$ cat src/rtl/gpio_in_conditioner.sv
// Pad input conditioner: per-bit synchroniser, tick-paced debounce, stable levels for MSS GPIO_IN.
// Define GPIO_COND_EDGE_IRQ_EN to build edge capture, sticky EDGE_PEND flags and IRQ.
module gpio_in_conditioner #(
   parameter int unsigned      WIDTH       = 32,
   parameter int unsigned      SYNC_STAGES = 2,
   parameter int unsigned      TICK_DIV    = 1000,
   parameter int unsigned      DB_COUNT    = 4,
   parameter logic [WIDTH-1:0] STABLE_INIT = '0
) (
   input  logic             FAB_CCC_GL0,
   input  logic             FAB_RESET_N,
   input  logic [WIDTH-1:0] PAD_IN,
   output logic [WIDTH-1:0] GPIO_IN,
   input  logic [WIDTH-1:0] RISE_EN,
   input  logic [WIDTH-1:0] FALL_EN,
   input  logic [WIDTH-1:0] EDGE_CLR,
   output logic [WIDTH-1:0] EDGE_PEND,
   output logic             IRQ
);

   localparam int unsigned PW = (TICK_DIV > 1) ? $clog2(TICK_DIV) : 1;
   localparam int unsigned CW = (DB_COUNT > 1) ? $clog2(DB_COUNT) : 1;
   localparam logic [PW-1:0] TICK_LAST = PW'(TICK_DIV - 1);
   localparam logic [CW-1:0] DB_LAST   = CW'(DB_COUNT - 1);

   logic [WIDTH-1:0] sync_q [SYNC_STAGES];
   logic [WIDTH-1:0] sync;
   logic [PW-1:0]    pre_q, pre_d;
   logic             tick;
   logic [WIDTH-1:0] gpio_q, gpio_d;
   logic [CW-1:0]    cnt_q [WIDTH];
   logic [CW-1:0]    cnt_d [WIDTH];

   always_ff @(posedge FAB_CCC_GL0 or negedge FAB_RESET_N) begin
      if (!FAB_RESET_N) begin
         for (int unsigned s = 0; s < SYNC_STAGES; s++) sync_q[s] <= STABLE_INIT;
      end else begin
         sync_q[0] <= PAD_IN;
         for (int unsigned s = 1; s < SYNC_STAGES; s++) sync_q[s] <= sync_q[s-1];
      end
   end

   assign sync = sync_q[SYNC_STAGES-1];

   // With TICK_DIV=1 the count is pinned at 0, so the tick fires every cycle.
   assign tick  = (pre_q == TICK_LAST);
   assign pre_d = tick ? '0 : pre_q + PW'(1);

   always_comb begin
      gpio_d = gpio_q;
      for (int unsigned i = 0; i < WIDTH; i++) begin
         cnt_d[i] = cnt_q[i];
         if (tick) begin
            if (sync[i] == gpio_q[i]) begin
               cnt_d[i] = '0;
            end else if (cnt_q[i] == DB_LAST) begin
               gpio_d[i] = sync[i];
               cnt_d[i]  = '0;
            end else begin
               cnt_d[i] = cnt_q[i] + CW'(1);
            end
         end
      end
   end

   always_ff @(posedge FAB_CCC_GL0 or negedge FAB_RESET_N) begin
      if (!FAB_RESET_N) begin
         pre_q  <= '0;
         gpio_q <= STABLE_INIT;
         for (int unsigned i = 0; i < WIDTH; i++) cnt_q[i] <= '0;
      end else begin
         pre_q  <= pre_d;
         gpio_q <= gpio_d;
         for (int unsigned i = 0; i < WIDTH; i++) cnt_q[i] <= cnt_d[i];
      end
   end

   assign GPIO_IN = gpio_q;

`ifdef GPIO_COND_EDGE_IRQ_EN
   logic [WIDTH-1:0] prev_q;
   logic [WIDTH-1:0] pend_q, pend_d;
   logic [WIDTH-1:0] rise, fall;

   // prev_q resets to the same value as gpio_q, so reset release never looks like an edge.
   assign rise   = gpio_q & ~prev_q;
   assign fall   = ~gpio_q & prev_q;
   assign pend_d = (pend_q & ~EDGE_CLR) | (rise & RISE_EN) | (fall & FALL_EN);

   always_ff @(posedge FAB_CCC_GL0 or negedge FAB_RESET_N) begin
      if (!FAB_RESET_N) begin
         prev_q <= STABLE_INIT;
         pend_q <= '0;
      end else begin
         prev_q <= gpio_q;
         pend_q <= pend_d;
      end
   end

   assign EDGE_PEND = pend_q;
   assign IRQ       = |pend_q;
`else
   logic unused_edge_inputs;
   assign unused_edge_inputs = ^{RISE_EN, FALL_EN, EDGE_CLR};
   assign EDGE_PEND = '0;
   assign IRQ       = 1'b0;
`endif

endmodule

$ cat config.mk
export PLATFORM = sky130hd
export DESIGN_NAME = gpio_in_conditioner
export DESIGN_NICKNAME = d
export VERILOG_FILES = /design/src/rtl/gpio_in_conditioner.sv
export SDC_FILE = /design/constraint.sdc
export NUM_CORES = 1
export LEC_CHECK = 0
export CORE_UTILIZATION = 48
export DETAILED_ROUTE_END_ITERATION = 10
export PLACE_DENSITY = 0.88
export SYNTH_ARGS = -nofsm -noshare
export SYNTH_HDL_FRONTEND = slang
export SYNTH_SLANG_ARGS = --single-unit
$ cat constraint.sdc
create_clock -name FAB_CCC_GL0 -period 2.8 [get_ports FAB_CCC_GL0]
set_clock_uncertainty 0.1 [all_clocks]
set_input_delay 0.56 -clock FAB_CCC_GL0 [delete_from_list [all_inputs] [get_ports FAB_CCC_GL0]]
set_output_delay 0.56 -clock FAB_CCC_GL0 [all_outputs]
set_load 0.01 [all_outputs]
== Word-level counts from Yosys, hierarchy flattened ==
Index checks and enable logic that the tools add are counted.

* Bits in registers: 170
* Input port bits: 130
* Output and inout port bits: 65
* Word-level logic and storage cells: 294

* Add/subtract/negate cells: 33
* Equality and inequality tests: 65
* Multiplexer cells: 65
* Bitwise logic cells: 32
* Reduce and logical (&&, ||, !) cells: 32

{| class="wikitable"
|+ Operator list
! operator !! count
|-
| 2-bit 2-to-1 mux || 64
|-
| 3-bit AND reduction || 32
|-
| 2-bit by 1-bit adder with 2-bit output, second input constant || 32
|-
| 2-bit equality test, second input constant || 32
|-
| 1-bit equality test || 32
|-
| 1-bit NOT || 32
|-
| 10-bit by 1-bit adder with 10-bit output, second input constant || 1
|-
| 10-bit equality test, second input constant || 1
|-
| 10-bit 2-to-1 mux || 1
|}

== Logic depth before layout (Yosys ltp) ==
Gate-level depths: netlist (run 1).

* Word-level depth: 3
* Gate-level depth with buffers: 9
* Gate-level depth less buffers: 5

== Worst setup path after synthesis (run 1) ==
OpenSTA, ideal clock, no wires.

* Path type: register -> register
* Start point: register pre_q[0]
* End point: register gpio_q[0] (netlist: GPIO_IN[0])
* Setup time: 125 ps
* Data arrival time: 1736 ps
* Data required time: 2575 ps
* Setup slack: 839 ps
* Stages on the path, launching flop included: 9
* Buffers on the path: 3
* Clock period less this slack: 1961 ps
* Cell sequence: dfrtp_1 > ha_1 > and4_1 > buf_4 > and4_1 > buf_4 > buf_6 > nand2_1 > mux2_4

* Cells in the longest elaborated chain, start to end: 2

{| class="wikitable"
|+ RTL lines
! what !! RTL line !! source
|-
| start: declaration || 28 || <nowiki>logic [PW-1:0] pre_q, pre_d;</nowiki>
|-
| start signal: assignment || 72 || <nowiki>pre_q <= pre_d;</nowiki>
|-
| 10-bit equality test || 46 || <nowiki>assign tick = (pre_q == TICK_LAST);</nowiki>
|-
| 3-bit AND reduction (no source line) || - ||
|-
| end signal: assignment || 73 || <nowiki>gpio_q <= gpio_d;</nowiki>
|-
| end: declaration || 30 || <nowiki>logic [WIDTH-1:0] gpio_q, gpio_d;</nowiki>
|}

No other way between the ends.
A chain may end at the register's enable or synchronous reset.

== Worst setup path in the final report (run 1) ==
* Start point: register pre_q[0]
* End point: register gpio_q[23] (netlist: GPIO_IN[23])

The elaborated chain is that of the path after synthesis.

==> metrics.md, run 1 <==
| Metric | Value |
|---|---|
| Clk root buf | `clkbuf_16` |
| CTS Sinks | `170` |
| N_diodes | `0` |
| Yosys cell types | `26` |
| # DRC | `0` |
| Period minus WS final | `2.23 ns` |
| Dominant cell type by area after synthesis | `dfrtp_1` |
| Int Pwr | `4010 uW` |
| Share of layout cells above drive strength 1 | `10.9%` |
| Placer Congestion | `0.744` |
| Initial drt markers | `178` |
| Flop pwr share | `49.4%` |
| Post-CTS Hold Buffers | `1` |
| Antenna-violating nets left | `0` |
| Unrepaired setup endpoints after global routing | `no` |
| Crit path required time | `3.01 ns` |
| CORE AREA | `14,100 sq um` |
| Syn_area_per_cell | `11.5 sq um` |
| Peak fanout along the critical path | `36` |
| Global-route wire length before repair | `just under 20 mm` |
| I/O pins | `roughly 200` |
| Leakage | `~0.0044 uW` |
| Switching Power | `1110 uW` |
| Multi-input logic area | `2550 sq um` |
| CP peak stage delay | `0.37 ns` |
| Worst Setup SP | `pre_q[0]` |
| Critical path buffers and inverters | `1` |
| Final hold violations | `0` |
| #FFs+latches synth | `170` |
| Clock slew at reported path FFs | `roughly 0.06 ns` |
| H-tree Lvls | `4` |
| Net Sw Frac | `21.6%` |
| Vias/cell | `4.85` |
| CTS buffer count | `17` |
| Vias in the first global route | `4,239` |
| Die H | `between 100 and 150 um` |
| Placed cell areas | `7760 sq um` |
| Outcome | `finished, final reports clean` |
| Synth warn | `0` |
| Post-CTS sizing | `0` |
| Post-route setup TNS | `0 ns` |
| Placement row count | `43` |
| Initial Util | `between 50 and 60%` |
| Die area | `15,200 sq um` |
| Logic gate share of total power | `just under 3%` |
| Slowest-stage cell, CP | `dfrtp_1` |
| Worst EP arrival | `2.43 ns` |
| Hold Crit Class | `reg2reg` |
| Max frequency | `449 MHz` |
| Fill count | `1,141` |
| Setup Fix Bufs, Post-CTS | `0` |
| Synth-to-layout area growth | `19.0%` |
| Post-Syn Area | `7050 sq um` |
| # port buffers | `65` |
| Hpwl dp | `7.31 mm` |
| Setup crit start kind | `register` |
| Max-cap violations | `0` |
| P per Cell Area | `609 nW/um^2` |
| Fin. max-slew vios | `0` |
| Finish-stage setup viols | `0` |
| Total power | `5110 uW` |
| Top post-synthesis cells by area | `dfrtp_1, nand2_1, mux2_4` |
| Largest net degree at the start of global routing | `52` |
| Final Cycle Share | `between 70% and 80%` |
| Crit path max-delay family | `simple AND/OR/NAND/NOR gates` |
| Clock share of power | `approximately 48%` |
| Critical Path End Type | `register` |
| CTS tree | `done` |
| # nets final | `~850` |
| Overflow after GRT | `0` |
| Clk buf depth | `2` |
| CP Class | `reg2reg` |
| Initial antenna violation count | `0` |
| Horiz. Die Dim | `~120 um` |
| Worst ir drop on vdd | `0.746 mV` |
| Hold Path Origin | `sync_q[63]` |
| Pre-antenna DRT Iters | `4` |
| Share of the synthesized area in the top cell type | `60.3%` |
| Via count | `4,256` |
| Fin util | `59.6%` |
| FF-to-FF Start | `pre_q[0]` |
| Clock latency on the worst-skew pair | `0.43 ns` |
| Critical path cell sequence | `ha_1 -> and4_1 -> and4_2 -> buf_4 -> nand2_1 -> mux2_4` |
| DRT Wirelength | `11.3 mm` |
| Reg area | `4250 sq um` |
| Finished layout cell area | `8390 sq um` |
| GRT Total Usage | `16.6%` |
| Post-synthesis sequential area ratio | `between 60 and 70%` |
| Synthesized instance count | `611` |
| Routed len/inst | `12.9 um` |
per-layer routing:
metal | GRT usage [%] | share of wire (%)
met5 | 0 | 0
met4 | 5.80 | 1.3
met3 | 5.90 | 4.5
met2 | 28.0 | 50
met1 | 19.7 | 44
cell families (layout without fill, tap and decap cells):
group	after synthesis	after routing	share of synthesized area [%]
multiplexers	33	33	6.92
AO/OA/AOI/OAI	42	42	3.10
XOR/XNOR	35	35	4.35
adder cells (fa/ha/maj)	33	33	5.85
AND/OR/NAND/NOR	244	244	14.2
buffers and inverters	53	107	5.23
flip-flops	170	170	60.3
other	1	33	0.0532
sequential cells by signal, indices dropped and copies added, names as in the netlist:
signal / count
cnt_q: 64
GPIO_IN: 32
sync: 32
sync_q: 32
pre_q: 10
cell type report:
type	count	share of cell area (%)
Clock buffer	18	5.23
Clock inverter	14	2.18
Multi-Input combinational cell	420	30.4
Sequential cell	170	50.7
Tap cell	180	2.68
Timing Repair Buffer	75	8.84
cell usage in the layout, fill, tap and decap left out, types with 2 or more instances in the layout:
cell               n
clkinv_4           3
or3_1              2
mux2_2             2
nand2_1          161
conb_1            33
buf_4              8
xor2_1            34
nand3_1           35
clkdlybuf4s50_1   64
bufinv_16          3
clkbuf_16         17
nor2_1            36
dfrtp_1          170
ha_1              33
mux2_4            31
nand4_1            2
a21oi_1            3
a31oi_1            2
o21ai_0           35
and2_1             3
inv_6              4
clkinvlp_4         2
cells in the mapped netlist:
cell type and instances:
nor4b_1 1, nand2_1 161, xor2_1 34, xnor2_1 1, buf_4 36, a311oi_1 1, buf_2 4, a21o_1 1
and3_1 1, conb_1 1, ha_1 33, a21oi_1 3, nand4_1 2, mux2_2 2, clkbuf_1 9, nor2_1 36
and4_1 2, nand4b_1 1, and2_1 3, buf_6 4, o21ai_0 35, dfrtp_1 170, mux2_4 31, a31oi_1 2
nand3_1 35, or3_1 2
stage by stage:
stage	hold slack [ns]	instances	setup WS [ns]
after floorplan	0.164	643	0.839
after global placement	0.232	844	0.646
after detailed placement	0.235	844	0.588
after CTS	0.250	877	0.560
after global routing	0.254	877	0.454
final	0.246	877	0.572
power groups by stage:
stage / logic (uW) / registers, uW / clock network, uW
global route: 171 / 2530 / 2600
detailed placement: 152 / 2570 / 0
floorplan: 78.6 / 2570 / 0
finish: 150 / 2530 / 2440
CTS: 154 / 2530 / 2500
global placement: 150 / 2570 / 0
path summary, 6_finish.rpt:
kind	to	slack, ns	cells after the start
worst max-delay path	GPIO_IN[23]	0.57	6
max in group asynchronous	cnt_q[33]	1.30	3
min in group asynchronous	sync_q[63]	0.57	2
worst min-delay path	sync[31]	0.25	0
worst max register to register	GPIO_IN[23]	0.57	6
worst min register to register	sync[31]	0.25	0
Note: power is estimated with default switching activity, not from simulation.
==> run 2, diff against run 1 <==
--- a/config.mk
+++ b/config.mk
@@ -5,9 +5,9 @@
 export SDC_FILE = /design/constraint.sdc
 export NUM_CORES = 1
 export LEC_CHECK = 0
-export CORE_UTILIZATION = 48
+export CORE_UTILIZATION = 43
 export DETAILED_ROUTE_END_ITERATION = 10
-export PLACE_DENSITY = 0.88
+export PLACE_DENSITY = 0.84
 export SYNTH_ARGS = -nofsm -noshare
 export SYNTH_HDL_FRONTEND = slang
 export SYNTH_SLANG_ARGS = --single-unit
==> constraint.sdc (replaced) <==
create_clock -name FAB_CCC_GL0 -period 1.9 [get_ports FAB_CCC_GL0]
set_clock_uncertainty 0.1 [all_clocks]
set_input_delay 0.38 -clock FAB_CCC_GL0 [delete_from_list [all_inputs] [get_ports FAB_CCC_GL0]]
set_output_delay 0.38 -clock FAB_CCC_GL0 [all_outputs]
set_load 0.01 [all_outputs]
==> metrics.md, run 2 (synthesized netlist as in run 1, its figures left out) <==
| Metric | Value |
|---|---|
| Via count | `4,380` |
| P per Cell Area | `884 nW/um^2` |
| Overflow after GRT | `0` |
| Period minus WS final | `1.86 ns` |
| Placed Instances | `893` |
| Slowest-stage cell, CP | `dfrtp_1` |
| I/O pins | `195` |
| Largest register FFs | `64` |
| Max-cap violations | `0` |
| Most frequent cells in the layout | `dfrtp_1, nand2_1, clkdlybuf4s50_1` |
| CTS tree | `done` |
| Non-Filler Instances | `939` |
| Hold Path Origin | `sync_q[40]` |
| CTS buffer count | `17` |
| Critical path cell sequence | `ha_2 -> and4_4 -> and4_4 -> buf_12 -> nand2_1 -> mux2_4` |
| Clk buf depth | `2` |
| Peak fanout along the critical path | `16` |
| Initial drt markers | `159` |
| Post-route setup TNS | `0 ns` |
| Hold Crit Class | `reg2reg` |
| Commonest non-fill, non-tap cell in the layout | `dfrtp_1` |
| CP peak stage delay | `0.35 ns` |
| Most used cell, CP | `and4_4` |
| # nets final | `872` |
| Antenna-violating nets left | `0` |
| CTS Sinks | `170` |
| # port buffers | `65` |
| Synth-to-layout area growth | `25.3%` |
| Global-route wire length before repair | `20.4 mm` |
| Fin. max-slew vios | `0` |
| Setup crit start kind | `register` |
| Reg2Reg Setup Slack | `0.04 ns` |
| Placer Congestion | `0.700` |
| Largest net degree at the start of global routing | `51` |
| # DRC | `0` |
| Outcome | `finished, final reports clean` |
| Placement row count | `between 40 and 50` |
| Vias in the first global route | `4,416` |
| Clock slew at reported path FFs | `roughly 0.070 ns` |
| Final hold violations | `0` |
| Pre-antenna DRT Iters | `4` |
| Initial antenna violation count | `1` |
| Horiz. Die Dim | `130 um` |
| Hpwl dp | `7.81 mm` |
| Clock latency on the worst-skew pair | `0.43 ns` |
| GRT Total Usage | `15.8%` |
| Die area | `16,900 sq um` |
| Vias/cell | `about 4.7` |
| DRT Wirelength | `12.6 mm` |
| Worst EP arrival | `2.06 ns` |
| Initial Util | `about 44%` |
| Critical Path End Type | `register` |
| Fill count | `1,298` |
| CORE AREA | `15,900 sq um` |
| Share of layout cells above drive strength 1 | `~14%` |
| H-tree Lvls | `4` |
| Finish-stage setup viols | `0` |
| Worst ir drop on vdd | `between 0.7 and 0.8 mV` |
| Leakage | `around 0.0047 uW` |
| RR Endpoint | `GPIO_IN[1]` |
| Die H | `around 130 um` |
| CP Class | `reg2reg` |
| Critical path buffers and inverters | `1` |
| Hold Crit Endpoint | `sync[8]` |
| Clk root buf | `clkbuf_16` |
| Hold Path Cell Cnt | `0` |
| Crit path required time | `approximately 2.1 ns` |
| FF-to-FF Start | `pre_q[0]` |
| Max frequency | `537 MHz` |
| Unrepaired setup endpoints after global routing | `no` |
| Routed len/inst | `approximately 13 um` |
| Largest Register | `cnt_q` |
| Final Cycle Share | `between 90% and 100%` |
| Reg2reg path depth | `6` |
| Crit path max-delay family | `simple AND/OR/NAND/NOR gates` |
## run 2: cell count changes in the layout (fill, tap and decap cells not counted), sizes merged
cell / change
bufinv: +2
bufbuf: +1
clkdlybuf4s50: -9
clkinv: +1
diode: +1
buf: +22
inv: -2
clkbuf: +3
clkinvlp: -2
dlymetal6s2s: +9
## run 2: per-layer routing
layer | up-vias | global-route usage [%] | share of wire (%)
li1 | 2138 | - | -
met1 | 2144 | 18.6 | 44
met2 | 84 | 27.2 | 51
met3 | 14 | 5.33 | 4.1
met4 | 0 | 5.06 | 0.99
met5 | - | 0 | 0
## run 2: how the worst max path moves through the flow
stage	end	startpoint	depth (start not counted)
global route	GPIO_IN[3]	GPIO_IN[3]	1
global placement	GPIO_IN[27]	pre_q[1]	6
CTS	GPIO_IN[1]	pre_q[0]	6
detailed placement	GPIO_IN[27]	pre_q[1]	6
finish	GPIO_IN[1]	pre_q[0]	6
floorplan	GPIO_IN[0]	pre_q[0]	8
## run 2: layout make-up
cell class	count	area, sq um	area share [%]
Tap cell	216	270	3.06
Clock inverter	13	213	2.41
Antenna cell	1	2.50	0.0283
Timing Repair Buffer	100	1090	12.3
Sequential cell	170	4250	48.1
Multi-Input combinational cell	420	2560	28.9
Clock buffer	19	453	5.13
## run 2: timing repair
action	in CTS	in global routing
buffers inserted	1	8
resized for setup	1	10
endpoints found under the hold margin	43	0
gates cloned	1	2
endpoints found under the setup margin	3	32
hold buffers	1	0
## run 2: power by group
part | switching [uW] | internal [uW] | leakage, uW
Combinational | 138 | 94.1 | 0.00219
Sequential | 33.0 | 3690 | 0.00221
Clock | 1440 | 2420 | 0.000328
## run 2: metrics by stage
stage / power [uW] / area, sq um / hold slack, ns / setup slack (ns) / util (%)
3_3_place_gp: 4010 / 7970 / 0.231 / 0.0430 / 50.0
2_1_floorplan: 3900 / 7180 / -0.0156 / 0.00574 / -
4_1_cts: 7920 / 8690 / 0.249 / 0.00742 / 54.5
3_5_place_dp: 4020 / 7970 / 0.235 / 0.00176 / 50.0
5_1_grt: 8110 / 8830 / 0.251 / 0.0000108 / 55.4
6_report: 7820 / 8840 / 0.248 / 0.0385 / 55.4
==> run 3, diff against run 2 <==
--- a/config.mk
+++ b/config.mk
@@ -8,6 +8,7 @@
 export CORE_UTILIZATION = 43
 export DETAILED_ROUTE_END_ITERATION = 10
 export PLACE_DENSITY = 0.84
+export REMOVE_ABC_BUFFERS = 1
 export SYNTH_ARGS = -nofsm -noshare
 export SYNTH_HDL_FRONTEND = slang
 export SYNTH_SLANG_ARGS = --single-unit
==> metrics.md, run 3 (synthesized netlist as in run 1, its figures left out) <==
| Metric | Value |
|---|---|
| Outcome | `finished, final reports clean` |
| CP peak stage delay | `approximately 0.36 ns` |
| Commonest non-fill, non-tap cell in the layout | `dfrtp_1` |
| Place WS | `-0.0523 ns` |
| Max-cap violations | `0` |
| Largest register FFs | `64` |
| Antenna-violating nets left | `0` |
| Logic gate share of total power | `about 3.0%` |
| Initial antenna violation count | `0` |
| Initial drt markers | `175` |
| Hpwl dp | `about 7.5 mm` |
| CORE AREA | `15,900 sq um` |
| Non-Filler Instances | `928` |
| Finish-stage setup viols | `0` |
| CP Class | `reg2reg` |
| Critical path cell sequence | `ha_2 -> and4_4 -> and4_4 -> buf_12 -> nand2_1 -> mux2_4` |
| Placement row count | `46` |
| Hold Crit Class | `reg2reg` |
| WHS | `0.240 ns` |
| P per Cell Area | `between 800 and 900 nW/um^2` |
| Global-route wire length before repair | `20.0 mm` |
| Critical Path End Type | `register` |
| Synth-to-layout area growth | `23.7%` |
| Net Sw Frac | `approximately a fifth` |
| Period minus WS final | `1.87 ns` |
| GRT Total Usage | `between 10% and 20%` |
| Share of layout cells above drive strength 1 | `approximately an eighth` |
| H-tree Lvls | `4` |
| Crit path required time | `2.10 ns` |
| Overflow after GRT | `0` |
| DRT Wirelength | `about 12 mm` |
| Final worst slack | `between 0.02 and 0.03 ns` |
| Placed Instances | `888` |
| Clk root buf | `clkbuf_16` |
| Die area | `16,900 sq um` |
| Final Cycle Share | `98.6%` |
| Fin. max-slew vios | `0` |
| Setup crit start kind | `register` |
| Worst EP arrival | `2.07 ns` |
| Pre-antenna DRT Iters | `4` |
| Unrepaired setup endpoints after global routing | `yes` |
| Clk buf depth | `2` |
| Die H | `130 um` |
| Most frequent cells in the layout | `dfrtp_1, nand2_1, clkdlybuf4s50_1` |
| Via count | `between 4,000 and 5,000` |
| Vias in the first global route | `between 4,000 and 5,000` |
| Peak fanout along the critical path | `24` |
| CTS buffer count | `17` |
| Slowest-stage cell, CP | `dfrtp_1` |
| Leakage | `0.00467 uW` |
| Horiz. Die Dim | `between 100 and 150 um` |
| # port buffers | `65` |
| # nets final | `862` |
| CTS Sinks | `170` |
| Max frequency | `534 MHz` |
| CTS tree | `done` |
| Placer Congestion | `roughly 0.74` |
| Vias/cell | `4.66` |
| Largest Register | `cnt_q` |
| # DRC | `0` |
| I/O pins | `195` |
| Worst ir drop on vdd | `between 0.5 and 0.6 mV` |
| N_diodes | `0` |
| Clock slew at reported path FFs | `0.06 ns` |
| Fin util | `54.7%` |
| Flop pwr share | `49.0%` |
| Crit path max-delay family | `simple AND/OR/NAND/NOR gates` |
| Switching Power | `1600 uW` |
| Clock share of power | `47.9%` |
| Critical path buffers and inverters | `1` |
| Most used cell, CP | `and4_4` |
| Final hold violations | `0` |
| Routed len/inst | `13.2 um` |
| Largest net degree at the start of global routing | `56` |
| Clock latency on the worst-skew pair | `0.42 ns` |
| Initial Util | `approximately 44%` |
| Total power | `7590 uW` |
| Int Pwr | `5990 uW` |
## run 3: changes by cell type in the layout (fill, tap and decap cells not counted)
| cell | change |
|---|---|
| buf_4 | -10 |
| clkinvlp_4 | +3 |
| clkbuf_8 | -2 |
| clkdlybuf4s50_1 | -2 |
| dlygate4sd2_1 | +2 |
| nand2_1 | -2 |
| nand2_2 | +2 |
| bufinv_16 | -1 |
| clkbuf_1 | +1 |
| diode_2 | -1 |
| inv_6 | -1 |
## run 3: power by group through the flow
stage	clock, uW	combinational (uW)	sequential, uW
final	3640	229	3720
after detailed placement	0	232	3790
after floorplan	0	65.3	3780
after CTS	3740	236	3720
after global routing	3900	262	3730
after global placement	0	229	3780
## run 3: final cells by class
cell class	instances	area (sq um)
tap	216	270
timing repair buffer	90	1010
clock buffer	18	429
sequential	170	4250
multi-input combinational	420	2560
clock inverter	14	196
fill	1348	7220
## run 3: path summary, 6_finish.rpt
kind	startpoint	to	slack (ns)	cells after the start
worst max-delay path	pre_q[0]	GPIO_IN[18]	0.03	6
worst min-delay path	sync_q[47]	sync[15]	0.24	0
worst max register to register	pre_q[0]	GPIO_IN[18]	0.03	6
worst min register to register	sync_q[47]	sync[15]	0.24	0
max in group asynchronous	FAB_RESET_N	sync_q[48]	0.75	3
min in group asynchronous	FAB_RESET_N	sync_q[40]	0.35	2
## run 3: metrics by stage
step / TNS [ns] / cell area [sq um]
after floorplan: -129.13 / 6800
after global placement: 0 / 7940
after detailed placement: -0.507 / 7940
after CTS: 0 / 8610
after global routing: -0.154 / 8720
final: 0 / 8720
## run 3: what timing repair did
item	CTS	global route
endpoints found under the hold margin	41	0
setup endpoints to repair	22	65
buffers inserted	0	4
resized for setup	3	13
cloned	1	2
hold buffers	1	0
## run 3: worst register-to-register path: cells and delay by family (launching register included)
kind,cells,cell delay [ns]
adders and majority gates,1,0.20
DFF,1,0.36
and+or+nand+nor,3,0.62
muxes,1,0.29
buffers and inverters,1,0.19
## run 3: metal layers
layer	vias up	part of all wire, %	track usage [%]
li1	2118	-	-
met1	2122	44	18.5
met2	72	51	26.8
met3	13	3.4	4.39
met4	0	1.8	5.95
met5	-	0	0
